### src/rtl/fifo_wr_arbiter.sv
// Round-robin, credit-limited arbiter sharing one fifo write port among NREQ requesters.
// Optional multi-beat grants are enabled by defining FIFO_ARB_BURST_EN.
module fifo_wr_arbiter #(
    parameter int width     = 8,
    parameter int depth     = 8,
    parameter int NREQ      = 4,
    parameter int MAX_BURST = 4
) (
    input  logic                     clk_i,
    input  logic                     reset_i,
    input  logic [NREQ-1:0]          req_i,
    input  logic [NREQ*width-1:0]    data_i,
    output logic [NREQ-1:0]          ack_o,
    output logic [width-1:0]         fifo_din_o,
    output logic                     fifo_wr_en_o,
    input  logic                     fifo_rd_done_i,
    output logic [$clog2(depth):0]   count_o,
    output logic                     busy_o
);

    localparam int PW  = $clog2(NREQ);
    localparam int PW1 = PW + 1;
    localparam int CW  = $clog2(depth) + 1;
    localparam int BW  = $clog2(MAX_BURST) + 1;

    localparam logic [PW:0]    NREQ_C  = PW1'(NREQ);
    localparam logic [PW-1:0]  LAST_C  = PW'(NREQ - 1);
    localparam logic [CW-1:0]  DEPTH_C = CW'(depth);
    localparam logic [BW-1:0]  MAX_C   = BW'(MAX_BURST);
    localparam logic [NREQ-1:0] ONE_C  = NREQ'(1);

`ifdef FIFO_ARB_BURST_EN
    localparam logic BURST_EN = 1'b1;
`else
    localparam logic BURST_EN = 1'b0;
`endif

    typedef enum logic [0:0] {
        ST_IDLE  = 1'b0,
        ST_GRANT = 1'b1
    } state_t;

    state_t           r_state;
    logic [PW-1:0]    r_ptr;
    logic [PW-1:0]    r_idx;
    logic [BW-1:0]    r_beats;
    logic [CW-1:0]    r_count;
    logic [NREQ-1:0]  r_ack;
    logic [width-1:0] r_din;
    logic             r_wr_en;
    logic             r_busy;

    logic             w_found;
    logic [PW-1:0]    w_win;
    logic [PW:0]      w_sum;
    logic [PW-1:0]    w_ptr_next;
    logic [CW-1:0]    w_count_next;
    logic             w_burst_go;

    // Winner search: descending scan so the lowest offset from r_ptr overrides the rest.
    always_comb begin
        w_found = 1'b0;
        w_win   = '0;
        w_sum   = '0;
        for (int i = NREQ - 1; i >= 0; i--) begin
            w_sum   = {1'b0, r_ptr} + PW1'(i);
            w_sum   = (w_sum >= NREQ_C) ? (w_sum - NREQ_C) : w_sum;
            w_found = w_found | req_i[w_sum[PW-1:0]];
            w_win   = req_i[w_sum[PW-1:0]] ? w_sum[PW-1:0] : w_win;
        end
        w_ptr_next = (w_win == LAST_C) ? '0 : (w_win + PW'(1));
    end

    // Credit tracking: a write and a read in the same cycle cancel out.
    always_comb begin
        w_count_next = r_count;
        case ({r_wr_en, fifo_rd_done_i})
            2'b10:   w_count_next = (r_count < DEPTH_C) ? (r_count + CW'(1)) : r_count;
            2'b01:   w_count_next = (r_count != '0) ? (r_count - CW'(1)) : r_count;
            default: w_count_next = r_count;
        endcase
        w_burst_go = BURST_EN & req_i[r_idx] & (r_beats < MAX_C) & (w_count_next < DEPTH_C);
    end

    // Arbitration FSM with registered outputs.
    always_ff @(posedge clk_i) begin
        if (reset_i) begin
            r_state <= ST_IDLE;
            r_ptr   <= '0;
            r_idx   <= '0;
            r_beats <= '0;
            r_count <= '0;
            r_ack   <= '0;
            r_din   <= '0;
            r_wr_en <= 1'b0;
            r_busy  <= 1'b0;
        end else begin
            r_count <= w_count_next;
            case (r_state)
                ST_IDLE: begin
                    if (w_found && (r_count < DEPTH_C)) begin
                        r_state <= ST_GRANT;
                        r_ptr   <= w_ptr_next;
                        r_idx   <= w_win;
                        r_beats <= BW'(1);
                        r_ack   <= ONE_C << w_win;
                        r_din   <= data_i[w_win*width +: width];
                        r_wr_en <= 1'b1;
                        r_busy  <= 1'b1;
                    end else begin
                        r_ack   <= '0;
                        r_din   <= '0;
                        r_wr_en <= 1'b0;
                        r_busy  <= 1'b0;
                    end
                end
                ST_GRANT: begin
                    if (w_burst_go) begin
                        r_beats <= r_beats + BW'(1);
                        r_din   <= data_i[r_idx*width +: width];
                    end else begin
                        r_state <= ST_IDLE;
                        r_ack   <= '0;
                        r_din   <= '0;
                        r_wr_en <= 1'b0;
                        r_busy  <= 1'b0;
                    end
                end
                default: begin
                    r_state <= ST_IDLE;
                    r_ack   <= '0;
                    r_din   <= '0;
                    r_wr_en <= 1'b0;
                    r_busy  <= 1'b0;
                end
            endcase
        end
    end

    assign ack_o        = r_ack;
    assign fifo_din_o   = r_din;
    assign fifo_wr_en_o = r_wr_en;
    assign count_o      = r_count;
    assign busy_o       = r_busy;

endmodule
### config.mk
export PLATFORM = sky130hd
export DESIGN_NAME = fifo_wr_arbiter
export DESIGN_NICKNAME = d
export VERILOG_FILES = /design/src/rtl/fifo_wr_arbiter.sv
export SDC_FILE = /design/constraint.sdc
export NUM_CORES = 1
export LEC_CHECK = 0
export CORE_UTILIZATION = 33
export CTS_CLUSTER_SIZE = 30
export DETAILED_ROUTE_END_ITERATION = 12
export PLACE_DENSITY = 0.73
export SYNTH_ARGS = -nofsm -noshare
export SYNTH_HDL_FRONTEND = slang
export SYNTH_SLANG_ARGS = --single-unit
### constraint.sdc
create_clock -name clk_i -period 1.7 [get_ports clk_i]
set_input_delay 0.425 -clock clk_i [delete_from_list [all_inputs] [get_ports clk_i]]
set_output_delay 0.425 -clock clk_i [all_outputs]
set_load 0.01 [all_outputs]
## After elaboration in Yosys (flattened, before gate mapping)

Cells that the tools add are included.

- Add/subtract/negate cells: 10
- Magnitude comparators: 9
- Equality and inequality tests: 5
- Shifts and indexed selects: 2
- Mux-type cells: 26
- Bitwise operators: 4
- Reduce and logical (&&, ||, !) cells: 5

Operator list:

| cell | count |
|---|---|
| $shiftx A32 B6 Y8 | 1 |
| $mux W2 | 9 |
| $pmux W4 S2 | 2 |
| $pmux W8 S2 | 1 |
| $lt A2 B3 Y1 const B | 4 |
| $mux W4 | 3 |
| $ge A3 B3 Y1 const B | 3 |
| $bmux W1 S2 | 4 |
| $mux W8 | 1 |
| $sub A2 B1 Y2 const B | 4 |
| $add A2 B2 Y3 const B | 2 |
| $mux W1 | 5 |
| $add A4 B1 Y4 const B | 1 |
| $eq A2 B2 Y1 const B | 2 |
| $lt A4 B4 Y1 const B | 1 |
| $ne A2 B2 Y1 const B | 2 |
| $reduce_bool A4 Y1 | 1 |
| $shl A1 B2 Y4 const A | 1 |
| $sub A4 B1 Y4 const B | 1 |
| $add A2 B1 Y3 const B | 1 |
| $ge A2 B3 Y1 const B | 1 |
| $or A1 B1 Y1 | 3 |
| $reduce_and A3 Y1 | 1 |
| $add A2 B1 Y2 const B | 1 |
| 6 further kinds | 6 |

- Bits in registers: 19
- Input port bits: 39
- Output and inout bits: 18
- Logic and storage cells: 66

## Depth between registers and ports, before layout

Gate-level depths: netlist of the first run.

- Word-level depth: 12
- Gate-level depth with buffers: 8

## Worst setup path before layout of the first run

Ideal clock, no wire load.

- Path type: reg2reg
- From: reg, netlist name r_state
- To: reg r_count[3], in the netlist count_o[3]
- Library setup time: 0.070 ns
- Arrival: 1.857 ns
- Required time: 1.630 ns
- Setup slack: -0.227 ns
- Stages on the path, launching flop included: 9
- Path buffers: 0
- Period minus slack after synthesis: 1.927 ns
- Cells stage by stage: dfxtp_1 > inv_1 > ha_1 > ha_1 > a21o_1 > a21oi_1 > xnor2_1 > or3b_1 > a21oi_1

RTL lines:

| element | RTL line | source |
|---|---|---|
| end signal, assigned | 98 | `r_count <= w_count_next;` |
| end, declared | 47 | `logic [CW-1:0] r_count;` |

==> results.json, run 1 <==
{
  "clock_tree.buffer_depth": 2,
  "crit_start": "r_state",
  "finalWirelength_mm": 2.58,
  "final_standard_cell_area_without_fillers_um2": 1840,
  "timing.slew.headroom_pct": 70.5,
  "yosys_register_bits": 19,
  "cts_made_buffers": 3,
  "worst_slack_ps": 19.3,
  "critical_path.cell_chain": "inv_2, ha_4, ha_4, a21o_1, a21oi_2, xnor2_1, or3b_1, a21oi_2",
  "core_util_final_pct": 66.7,
  "commonest_non_fill_non_tap_cell_in_the_layout": "sky130_fd_sc_hd__clkdlybuf4s50_1",
  "timing.critical_path.max_delay_family": "compound AO/OA/AOI/OAI gates",
  "dpl.hpwl_mm": 1.96,
  "run_status": "finished, final reports clean",
  "rr_worst_depth": 8,
  "fp.dieArea_um2": 3130,
  "antenna_found_initial": 0,
  "crit_path_start_kind": "register",
  "grt_usage_pct": 16.2,
  "via_count": 1005,
  "final_net_count": 212,
  "syn_inst": 98,
  "synth_top_area_share_pct": 39.6,
  "synth.avg_cell_area_um2": 9.81,
  "maxCapViolations": 0,
  "syn-cell-area_um2": 961,
  "layout.cells.most_common_list": "sky130_fd_sc_hd__clkdlybuf4s50_1, sky130_fd_sc_hd__mux2i_1, sky130_fd_sc_hd__dfxtp_1, sky130_fd_sc_hd__nor2_1",
  "hold_path.class": "register to register",
  "netlist-cell-type-count": 27,
  "detail-route-antenna-nets": 0,
  "timing.critical_path.to_type": "register",
  "regToRegEndpoint": "count_o[3]",
  "fin_crit_sh_pct": 98.9,
  "detailedPlace.worstSlack_ps": -567,
  "irDropWorstVdd_mv": 0.870,
  "fp.coreArea_um2": 2760,
  "grt.overflow.total": 0,
  "timing_max_transition_violations_final": 0,
  "warning_count_from_the_yosys_run": 0,
  "grt_start_max_net_pins": 20,
  "timing.final.hold_violations": 0,
  "timing.critical_path.arrival_ps": 1910,
  "area_delta_synth_final_pct": 91.4,
  "grt_setup_unrepaired": "true",
  "boundaryPins": 57,
  "layout-drive-gt1-share_pct": 21.0,
  "io_buffers": 56,
  "detail_route.vias_per_cell": 5.08,
  "maxUsedRoutingLayer": "met3",
  "final_period_minus_worst_setup_slack_ps": 1680,
  "detailroute.wirelength.met3_um": 260,
  "clock_tree.htree_level_count": 1,
  "wl_met1_mm": 1.02,
  "drt-initial-drc-count": 4,
  "path_buf_inv": 1,
  "synth_nets": 142,
  "seq_area_frac_synth_pct": 39.6,
  "wl_per_cell_um": 13.0,
  "reg2reg_slack_ps": 20,
  "fp.dieW_um": 56.0,
  "antenna_cell_count": 0,
  "placedInstanceArea_um2": 1680,
  "fmax_mhz": 595,
  "cts_num_sinks": 19,
  "rows": 19,
  "pwr_density_cell_nw_per_um2": 1290,
  "worst_setup_path_category": "register to register",
  "initial_core_util_pct": 34.8,
  "finalSetupTns_ps": 0,
  "finClkSkew_ps": 1.48,
  "cpPeakStageDelay_ps": 360,
  "clk_root_buffer_cell": "sky130_fd_sc_hd__clkbuf_4",
  "synth.top_cells.by_area": "sky130_fd_sc_hd__dfxtp_1, sky130_fd_sc_hd__mux2i_1, sky130_fd_sc_hd__ha_1",
  "critical-path-slowest-cell": "sky130_fd_sc_hd__dfxtp_4",
  "met2RoutedLength_mm": 1.30,
  "cts_tree": "yes",
  "holdBufCountCts": 0,
  "p_leak_uw": 0.000807,
  "cp_max_fo": 3,
  "reg2reg_from": "r_state",
  "worst_pin_slew_ps": 439,
  "netlist.top_cell.by_area": "sky130_fd_sc_hd__dfxtp_1",
  "drcViolationCount": 0,
  "critical_path_cell_count": 8,
  "detail_route.first_pass.iterations": 4,
  "die_height_um": 56.0,
  "endpoint": "count_o[3]",
  "final-setup-viol-count": 0,
  "grt_first_pass_wirelength_mm": 4.04,
  "via_count_of_the_first_global_routing_pass": 1016,
  "required_ps": 1930,
  "gpl.final_weighted_congestion": 0.797,
  "insertion_delay_ps": 290,
  "clk_pin_slew_worst_paths_ps": 110
}
## stage by stage
step,cells,hold slack [ps],total power [µW]
floorplan,98,475,1390
global placement,191,505,1930
detailed placement,191,541,1990
CTS,195,502,2230
global route,198,537,2560
finish,198,506,2380
## worst min path at each step
stage | slack (ps) | start | endpoint | depth (start not counted)
6_report | 510 | count_o[3] | r_state | 1
5_1_grt | 540 | count_o[3] | r_state | 1
4_1_cts | 500 | count_o[3] | r_state | 1
3_5_place_dp | 540 | r_ptr[0] | r_ptr[0] | 2
3_3_place_gp | 510 | r_ptr[0] | r_ptr[0] | 2
2_1_floorplan | 470 | r_ptr[0] | r_ptr[0] | 2
## cells in the mapped netlist
cell type and count:
sky130_fd_sc_hd__a211oi_1 1, sky130_fd_sc_hd__a211oi_2 1, sky130_fd_sc_hd__xor2_1 1, sky130_fd_sc_hd__o32a_1 1, sky130_fd_sc_hd__or3b_1 1, sky130_fd_sc_hd__fa_1 1
sky130_fd_sc_hd__nand2b_1 3, sky130_fd_sc_hd__dfxtp_1 19, sky130_fd_sc_hd__ha_1 4, sky130_fd_sc_hd__buf_2 1, sky130_fd_sc_hd__clkbuf_1 1, sky130_fd_sc_hd__mux2i_1 17
sky130_fd_sc_hd__o22ai_1 8, sky130_fd_sc_hd__a21oi_1 4, sky130_fd_sc_hd__a22oi_1 1, sky130_fd_sc_hd__o21ai_0 2, sky130_fd_sc_hd__a21o_1 3, sky130_fd_sc_hd__xnor2_1 3
sky130_fd_sc_hd__nor2_1 9, sky130_fd_sc_hd__o211ai_1 1, sky130_fd_sc_hd__nand2_1 1, sky130_fd_sc_hd__nor3_1 1, sky130_fd_sc_hd__nor4_1 3, sky130_fd_sc_hd__nor2b_1 3
sky130_fd_sc_hd__buf_6 1, sky130_fd_sc_hd__inv_1 6, sky130_fd_sc_hd__buf_4 1
## kinds of logic after synthesis
| family | after synthesis | synth area share, % |
|---|---|---|
| buffers and inverters | 10 | 5.21 |
| and+or+nand+nor | 21 | 11.2 |
| muxes | 17 | 17.7 |
| AOI/OAI and AO/OA | 22 | 15.4 |
| adders and majority gates | 5 | 7.29 |
| xor gates and xnor gates | 4 | 3.65 |
| DFF | 19 | 39.6 |
## sequential cells by signal (all words and copies together) (netlist names)
name        flops
r_state         1
r_ptr           2
fifo_din_o      8
count_o         4
ack_o           4
## routing by layer
| metal | global-route usage [%] | up-vias |
|---|---|---|
| met1 | 17.5 | 465 |
| met3 | 5.12 | 0 |
| li1 | - | 488 |
| met5 | 0 | - |
| met4 | 5.23 | 0 |
| met2 | 29.8 | 52 |
## worst register-to-register path: cells and delay by family, from the launching register on
family | cells | cell delay [ps]
compound gates | 3 | 410
xor+xnor | 1 | 90
fa+ha+maj | 2 | 360
buf+inv | 1 | 40
flops | 1 | 360
simple gates | 1 | 360
## power by group
group / switching, µW / internal, µW / total, µW
logic: 575 / 853 / 1430
registers: 121 / 606 / 726
clock network: 140 / 87.6 / 228
## timing repair
action | in CTS | in global routing
endpoints found under the hold margin | 0 | 0
pin swaps | 1 | 3
setup buffers | 0 | 1
gates resized for setup | 8 | 16
endpoints found under the setup margin | 13 | 18
cloned | 0 | 2
## cell type report
type                       instances  area, µm²
fill                             211        918
timing repair buffer              69        741
multi-input combinational         69        618
sequential                        19        392
tap                               31       38.8
clock buffer                       3       22.5
inverter                           6       22.5
clock inverter                     1       5.00
Power figures use the tool's default switching activity.
==> inputs of run 2 (changes only) <==
Clock period 1.7 ns to 1.36 ns, I/O delays scaled along.
==> run 2 against run 1 <==
The flow now finishes with violations (setup timing). First-iteration DRC count rose to 5.0 times the previous value. Final area up 13%. Global-route usage is 3.1 points higher. Worst setup slack lost 400 ps. Cell count is 4.5% higher. Clock power rose by 27%. Register-to-register slack got worse by 380 ps. Hold slack gained 37 ps. Critical path depth shrank 7. Critical path type is now register to output port. Critical endpoint is now count_o[3]. Highest routed layer is now met4.
==> results.json, run 2 (same netlist as run 1, synthesis figures left out) <==
{
  "run_status": "complete, but fails checks",
  "failing_checks": "setup timing",
  "timing.slew.headroom_pct": 66.6,
  "timing.final.hold_violations": 0,
  "area_delta_synth_final_pct": 116,
  "antenna_cell_count": 0,
  "pwr_density_cell_nw_per_um2": 1690,
  "dpl.hpwl_mm": 2.06,
  "clk_root_buffer_cell": "sky130_fd_sc_hd__clkbuf_4",
  "gpl.final_weighted_congestion": 0.792,
  "fin_crit_sh_pct": 128,
  "rows": 19,
  "timing.critical_path.arrival_ps": 1400,
  "via_count_of_the_first_global_routing_pass": 1096,
  "clock_tree.buffer_depth": 2,
  "clock_tree.htree_level_count": 1,
  "cts_made_buffers": 3,
  "cts_tree": "yes",
  "commonest_non_fill_non_tap_cell_in_the_layout": "sky130_fd_sc_hd__clkdlybuf4s50_1",
  "via_count": 1058,
  "antenna_found_initial": 0,
  "dp_cells": 194,
  "worst_setup_path_category": "register to output port",
  "finClkSkew_ps": 4.06,
  "cpPeakStageDelay_ps": 600,
  "critical_path.cell_chain": "clkdlybuf4s50_1",
  "final_net_count": 221,
  "path_buf_inv": 1,
  "hold_path.class": "register to register",
  "wl_per_cell_um": 16.5,
  "finalWirelength_mm": 3.41,
  "grt_setup_unrepaired": "true",
  "die_height_um": 56.0,
  "final-setup-viol-count": 21,
  "timing.critical_path.to_type": "output port",
  "finalHoldWorstSlack_ps": 543,
  "drt-initial-drc-count": 20,
  "irDropWorstVdd_mv": 1.37,
  "crit_path_start_kind": "register",
  "grt_start_max_net_pins": 11,
  "largest_register_ff_count": 8,
  "clk_pin_slew_worst_paths_ps": 110,
  "cp_max_fo": 5,
  "p_leak_uw": 0.000877,
  "worst_pin_slew_ps": 498,
  "grt.overflow.total": 0,
  "timing_max_transition_violations_final": 0,
  "fp.coreArea_um2": 2760,
  "grt_usage_pct": 19.3,
  "detail_route.first_pass.iterations": 4,
  "boundaryPins": 57,
  "grt_first_pass_wirelength_mm": 4.76,
  "maxCapViolations": 0,
  "fp.dieW_um": 56.0,
  "required_ps": 1020,
  "initial_core_util_pct": 34.8,
  "insertion_delay_ps": 290,
  "detail_route.vias_per_cell": 5.11,
  "layout-drive-gt1-share_pct": 47.2,
  "timing.critical_path.max_delay_family": "buffers and inverters",
  "drcViolationCount": 0,
  "fp.dieArea_um2": 3130,
  "io_buffers": 56,
  "cts_num_sinks": 19,
  "layout.cells.most_common_list": "sky130_fd_sc_hd__clkdlybuf4s50_1, sky130_fd_sc_hd__dfxtp_1, sky130_fd_sc_hd__dlygate4sd2_1, sky130_fd_sc_hd__mux2i_2, sky130_fd_sc_hd__buf_4",
  "final_period_minus_worst_setup_slack_ps": 1740,
  "critical-path-slowest-cell": "sky130_fd_sc_hd__clkdlybuf4s50_1",
  "detail-route-antenna-nets": 0,
  "worst_slack_ps": -380,
  "detailedPlace.worstSlack_ps": -813,
  "fmax_mhz": 575,
  "finish.cell_count_without_fillers": 207
}
-- run 2: cell count changes in the layout (fill, tap and decap cells not counted), moves of 3 or more --
| cell | previous run | this run |
|---|---|---|
| sky130_fd_sc_hd__o22ai_2 | 0 | 8 |
| sky130_fd_sc_hd__buf_2 | 0 | 3 |
| sky130_fd_sc_hd__nor2_4 | 0 | 4 |
| sky130_fd_sc_hd__mux2i_1 | 16 | 5 |
| sky130_fd_sc_hd__o22ai_1 | 8 | 0 |
| sky130_fd_sc_hd__mux2i_2 | 1 | 11 |
| sky130_fd_sc_hd__dlymetal6s2s_1 | 5 | 0 |
| sky130_fd_sc_hd__nor2_1 | 9 | 5 |
| sky130_fd_sc_hd__dlygate4sd2_1 | 2 | 13 |
| sky130_fd_sc_hd__clkdlybuf4s50_1 | 48 | 35 |
| sky130_fd_sc_hd__buf_6 | 0 | 7 |
-- run 2: path summary, 6_finish.rpt --
| check | to | start | slack, ps | cells after the start |
|---|---|---|---|---|
| min | r_ptr[0] | r_ptr[0] | 540 | 2 |
| max | count_o[3] | count_o[3] | -380 | 1 |
| max reg2reg | count_o[3] | r_state | -360 | 8 |
| min reg2reg | r_ptr[0] | r_ptr[0] | 540 | 2 |
-- run 2: what timing repair did --
item                                    in CTS  in global routing
gates resized for setup                     53                 55
hold buffers                                 0                  0
pin swaps                                   14                 10
buffers inserted                             6                  3
endpoints found under the setup margin      36                 23
cloned                                       2                  2
-- run 2: per-layer routing --
metal | wire (µm) | part of all wire [%] | track usage [%]
met1 | 1250 | 37 | 19.8
met2 | 1860 | 55 | 37.6
met3 | 278 | 8.2 | 5.58
met4 | 21 | 0.62 | 5.23
met5 | 0 | 0 | 0
-- run 2: layout make-up --
type                       instances  area [µm²]
multi-input combinational         70         835
inverter                           6        25.0
fill                             181         679
timing repair buffer              77         764
sequential                        19         389
clock buffer                       4        26.3
tap                               31        38.8
-- run 2: tightest hold or removal path: stages (launching register included) --
cell	delay (ps)
sky130_fd_sc_hd__dfxtp_2	370
sky130_fd_sc_hd__mux2i_1	70
sky130_fd_sc_hd__nor2_1	80
-- run 2: metrics by stage --
step / utilization (%) / setup TNS, ps / cell area [µm²] / power (µW)
global route: 75.4 / -3570 / 2080 / 3700
finish: 75.4 / -2480 / 2080 / 3510
global placement: 62.2 / -10370 / 1710 / 2500
detailed placement: 62.2 / -10930 / 1710 / 2580
floorplan: - / -401 / 1010 / 1770
CTS: 69.6 / -2310 / 1920 / 3180
-- run 2: report_power, final --
group	switching, µW	internal [µW]	leakage [µW]
logic	1030	1310	0.000703
clock network	176	114	0.0000150
registers	125	752	0.000158
total	1330	2180	0.000877
==> inputs of run 3 (changes only) <==
Settings changed: CORE_UTILIZATION 33 to 54, DONT_BUFFER_PORTS set to 1, PLACE_DENSITY 0.73 to 0.7.
==> run 3 against run 2 <==
The run ends with DRC, setup timing left. Combinational power is 8.5% lower. Maximum frequency is 10% lower. Core utilization is 22 points higher. Sequential power is 8.1% higher. Sequential share of layout area is 6.6 points higher. Flip-flop and latch count stayed put. Count of clock-buffer cells in the layout is 1 lower. Routed wire length is 17% higher. Global-route usage is 6.5 points higher. Clock skew is 2.7 ps higher. Worst setup slack worse by 200 ps. Critical path type is now register to register.
==> results.json, run 3 (same netlist as run 1, synthesis figures left out) <==
{
  "clk_pin_slew_worst_paths_ps": 120,
  "crit_start": "r_state",
  "wl_per_cell_um": 28.7,
  "fillerInstances": 28,
  "grt.overflow.total": 0,
  "io_buffers": 0,
  "reg2reg_slack_ps": -580,
  "maxCapViolations": 0,
  "cts_num_sinks": 19,
  "antenna_found_initial": 0,
  "gpl.final_weighted_congestion": 0.910,
  "antenna_cell_count": 0,
  "intPower_uw": 1990,
  "clock_tree.buffer_depth": 2,
  "grt_usage_pct": 25.9,
  "fp.dieW_um": 44.2,
  "timing.critical_path.arrival_ps": 2160,
  "grt_start_max_net_pins": 12,
  "area_delta_synth_final_pct": 59.1,
  "rr_worst_depth": 8,
  "timing.final.hold_violations": 0,
  "via_count": 1016,
  "hold_path.class": "input port to register",
  "pwr_density_cell_nw_per_um2": 2220,
  "finalHoldWorstSlack_ps": 79.7,
  "commonest_non_fill_non_tap_cell_in_the_layout": "sky130_fd_sc_hd__dfxtp_1",
  "timing.critical_path.to_type": "register",
  "crit_path_start_kind": "register",
  "share_comb_of_total_power_pct": 63.1,
  "detail_route.vias_per_cell": 7.31,
  "largest_register_ff_count": 8,
  "finalSetupTns_ps": -3450,
  "worstHoldStart": "reset_i",
  "via_count_of_the_first_global_routing_pass": 823,
  "fp.coreArea_um2": 1580,
  "clock_tree.htree_level_count": 1,
  "power.clock.fraction_pct": 8.9,
  "core_util_final_pct": 97.0,
  "worst_setup_path_category": "register to register",
  "worst_slack_ps": -576,
  "initial_core_util_pct": 61.0,
  "fp.dieArea_um2": 1950,
  "fin_crit_sh_pct": 142,
  "finish.cell_count_without_fillers": 139,
  "insertion_delay_ps": 310,
  "finClkSkew_ps": 6.81,
  "final_period_minus_worst_setup_slack_ps": 1940,
  "switching_power_uw": 1400,
  "share_seq_of_total_power_pct": 28.0,
  "reg2reg_from": "r_state",
  "p_leak_uw": 0.000622,
  "layout-drive-gt1-share_pct": 58.5,
  "grt_first_pass_wirelength_mm": 3.72,
  "timing_max_transition_violations_final": 0,
  "drcViolationCount": 1,
  "grt_setup_unrepaired": "true",
  "boundaryPins": 57,
  "run_status": "complete, but fails checks",
  "rows": 14,
  "detail_route.first_pass.iterations": 9,
  "worst_pin_slew_ps": 812,
  "required_ps": 1590,
  "dpl.hpwl_mm": 1.60,
  "cts_tree": "yes",
  "final_net_count": 168,
  "die_height_um": 44.2,
  "timing.slew.headroom_pct": 45.4,
  "power_switching_share_pct": 41.4,
  "finalWirelength_mm": 3.99,
  "clk_root_buffer_cell": "sky130_fd_sc_hd__clkbuf_4",
  "holdBufCountCts": 0,
  "cp_max_fo": 3,
  "irDropWorstVdd_mv": 1.85,
  "fmax_mhz": 517,
  "detail-route-antenna-nets": 0,
  "hold-path-cell-count": 1,
  "failing_checks": "DRC, setup timing",
  "drt-initial-drc-count": 68,
  "final-setup-viol-count": 18,
  "detailedPlace.worstSlack_ps": -332,
  "layout.cells.most_common_list": "sky130_fd_sc_hd__dfxtp_1, sky130_fd_sc_hd__buf_4, sky130_fd_sc_hd__mux2i_1, sky130_fd_sc_hd__o22ai_2, sky130_fd_sc_hd__buf_6",
  "cts_made_buffers": 3,
  "dp_cells": 123
}
run 3: changes by cell type in the layout (fill, tap and decap cells not counted), sizes merged:
| cell | delta |
|---|---|
| buf | +1 |
| clkbuf | -3 |
| clkdlybuf4s15 | -3 |
| clkdlybuf4s50 | -35 |
| clkinv | +1 |
| dlygate4sd2 | -13 |
| nand2b | -1 |
run 3: critical path, stage by stage, from the launching register on:
cell and delay [ps]:
sky130_fd_sc_hd__dfxtp_4 380, sky130_fd_sc_hd__inv_2 50, sky130_fd_sc_hd__ha_4 180, sky130_fd_sc_hd__buf_4 160, sky130_fd_sc_hd__ha_4 290, sky130_fd_sc_hd__a21oi_4 60
sky130_fd_sc_hd__xnor2_1 140, sky130_fd_sc_hd__or3b_1 380, sky130_fd_sc_hd__a21oi_1 220
run 3: power by group through the flow:
stage          Combinational [µW]  Sequential [µW]  Clock, µW
3_3_place_gp                 1170              910          0
4_1_cts                      1520              915        285
6_report                     2140              949        303
2_1_floorplan                 818              954          0
5_1_grt                      2240              956        334
3_5_place_dp                 1220              913          0
run 3: what timing repair did:
action                     in CTS  in global routing
buffers inserted                4                  5
cloned                          2                  2
setup endpoints to repair      12                 18
pin swaps                       6                  6
gates resized for setup        14                 44
run 3: path summary, 6_finish.rpt:
check          endpoint
max          count_o[3]
min reg2reg    r_ptr[0]
max reg2reg  count_o[3]
min            r_ptr[1]
run 3: layout make-up:
cell class                      count  area (µm²)  share of cell area, %
Multi-Input combinational cell     69         796                   52.0
Sequential cell                    19         387                   25.3
Timing Repair Buffer               25         274                   17.9
Inverter                            6        25.0                   1.64
Clock buffer                        3        22.5                   1.47
Tap cell                           16        20.0                   1.31
Clock inverter                      1        5.00                  0.327
run 3: routing by layer:
metal  part of all wire [%]  track usage [%]  vias up
li1                       -                -      403
met1                     33             28.9      485
met2                     51             46.5      101
met3                    9.4             6.12       27
met4                    6.8             10.9        0
met5                      0                0        -
run 3: stage by stage:
stage / cell area (µm²) / total power [µW]
after floorplan: 1010 / 1770
after global placement: 1110 / 2080
after detailed placement: 1110 / 2140
after CTS: 1280 / 2720
after global routing: 1530 / 3530
final: 1530 / 3390
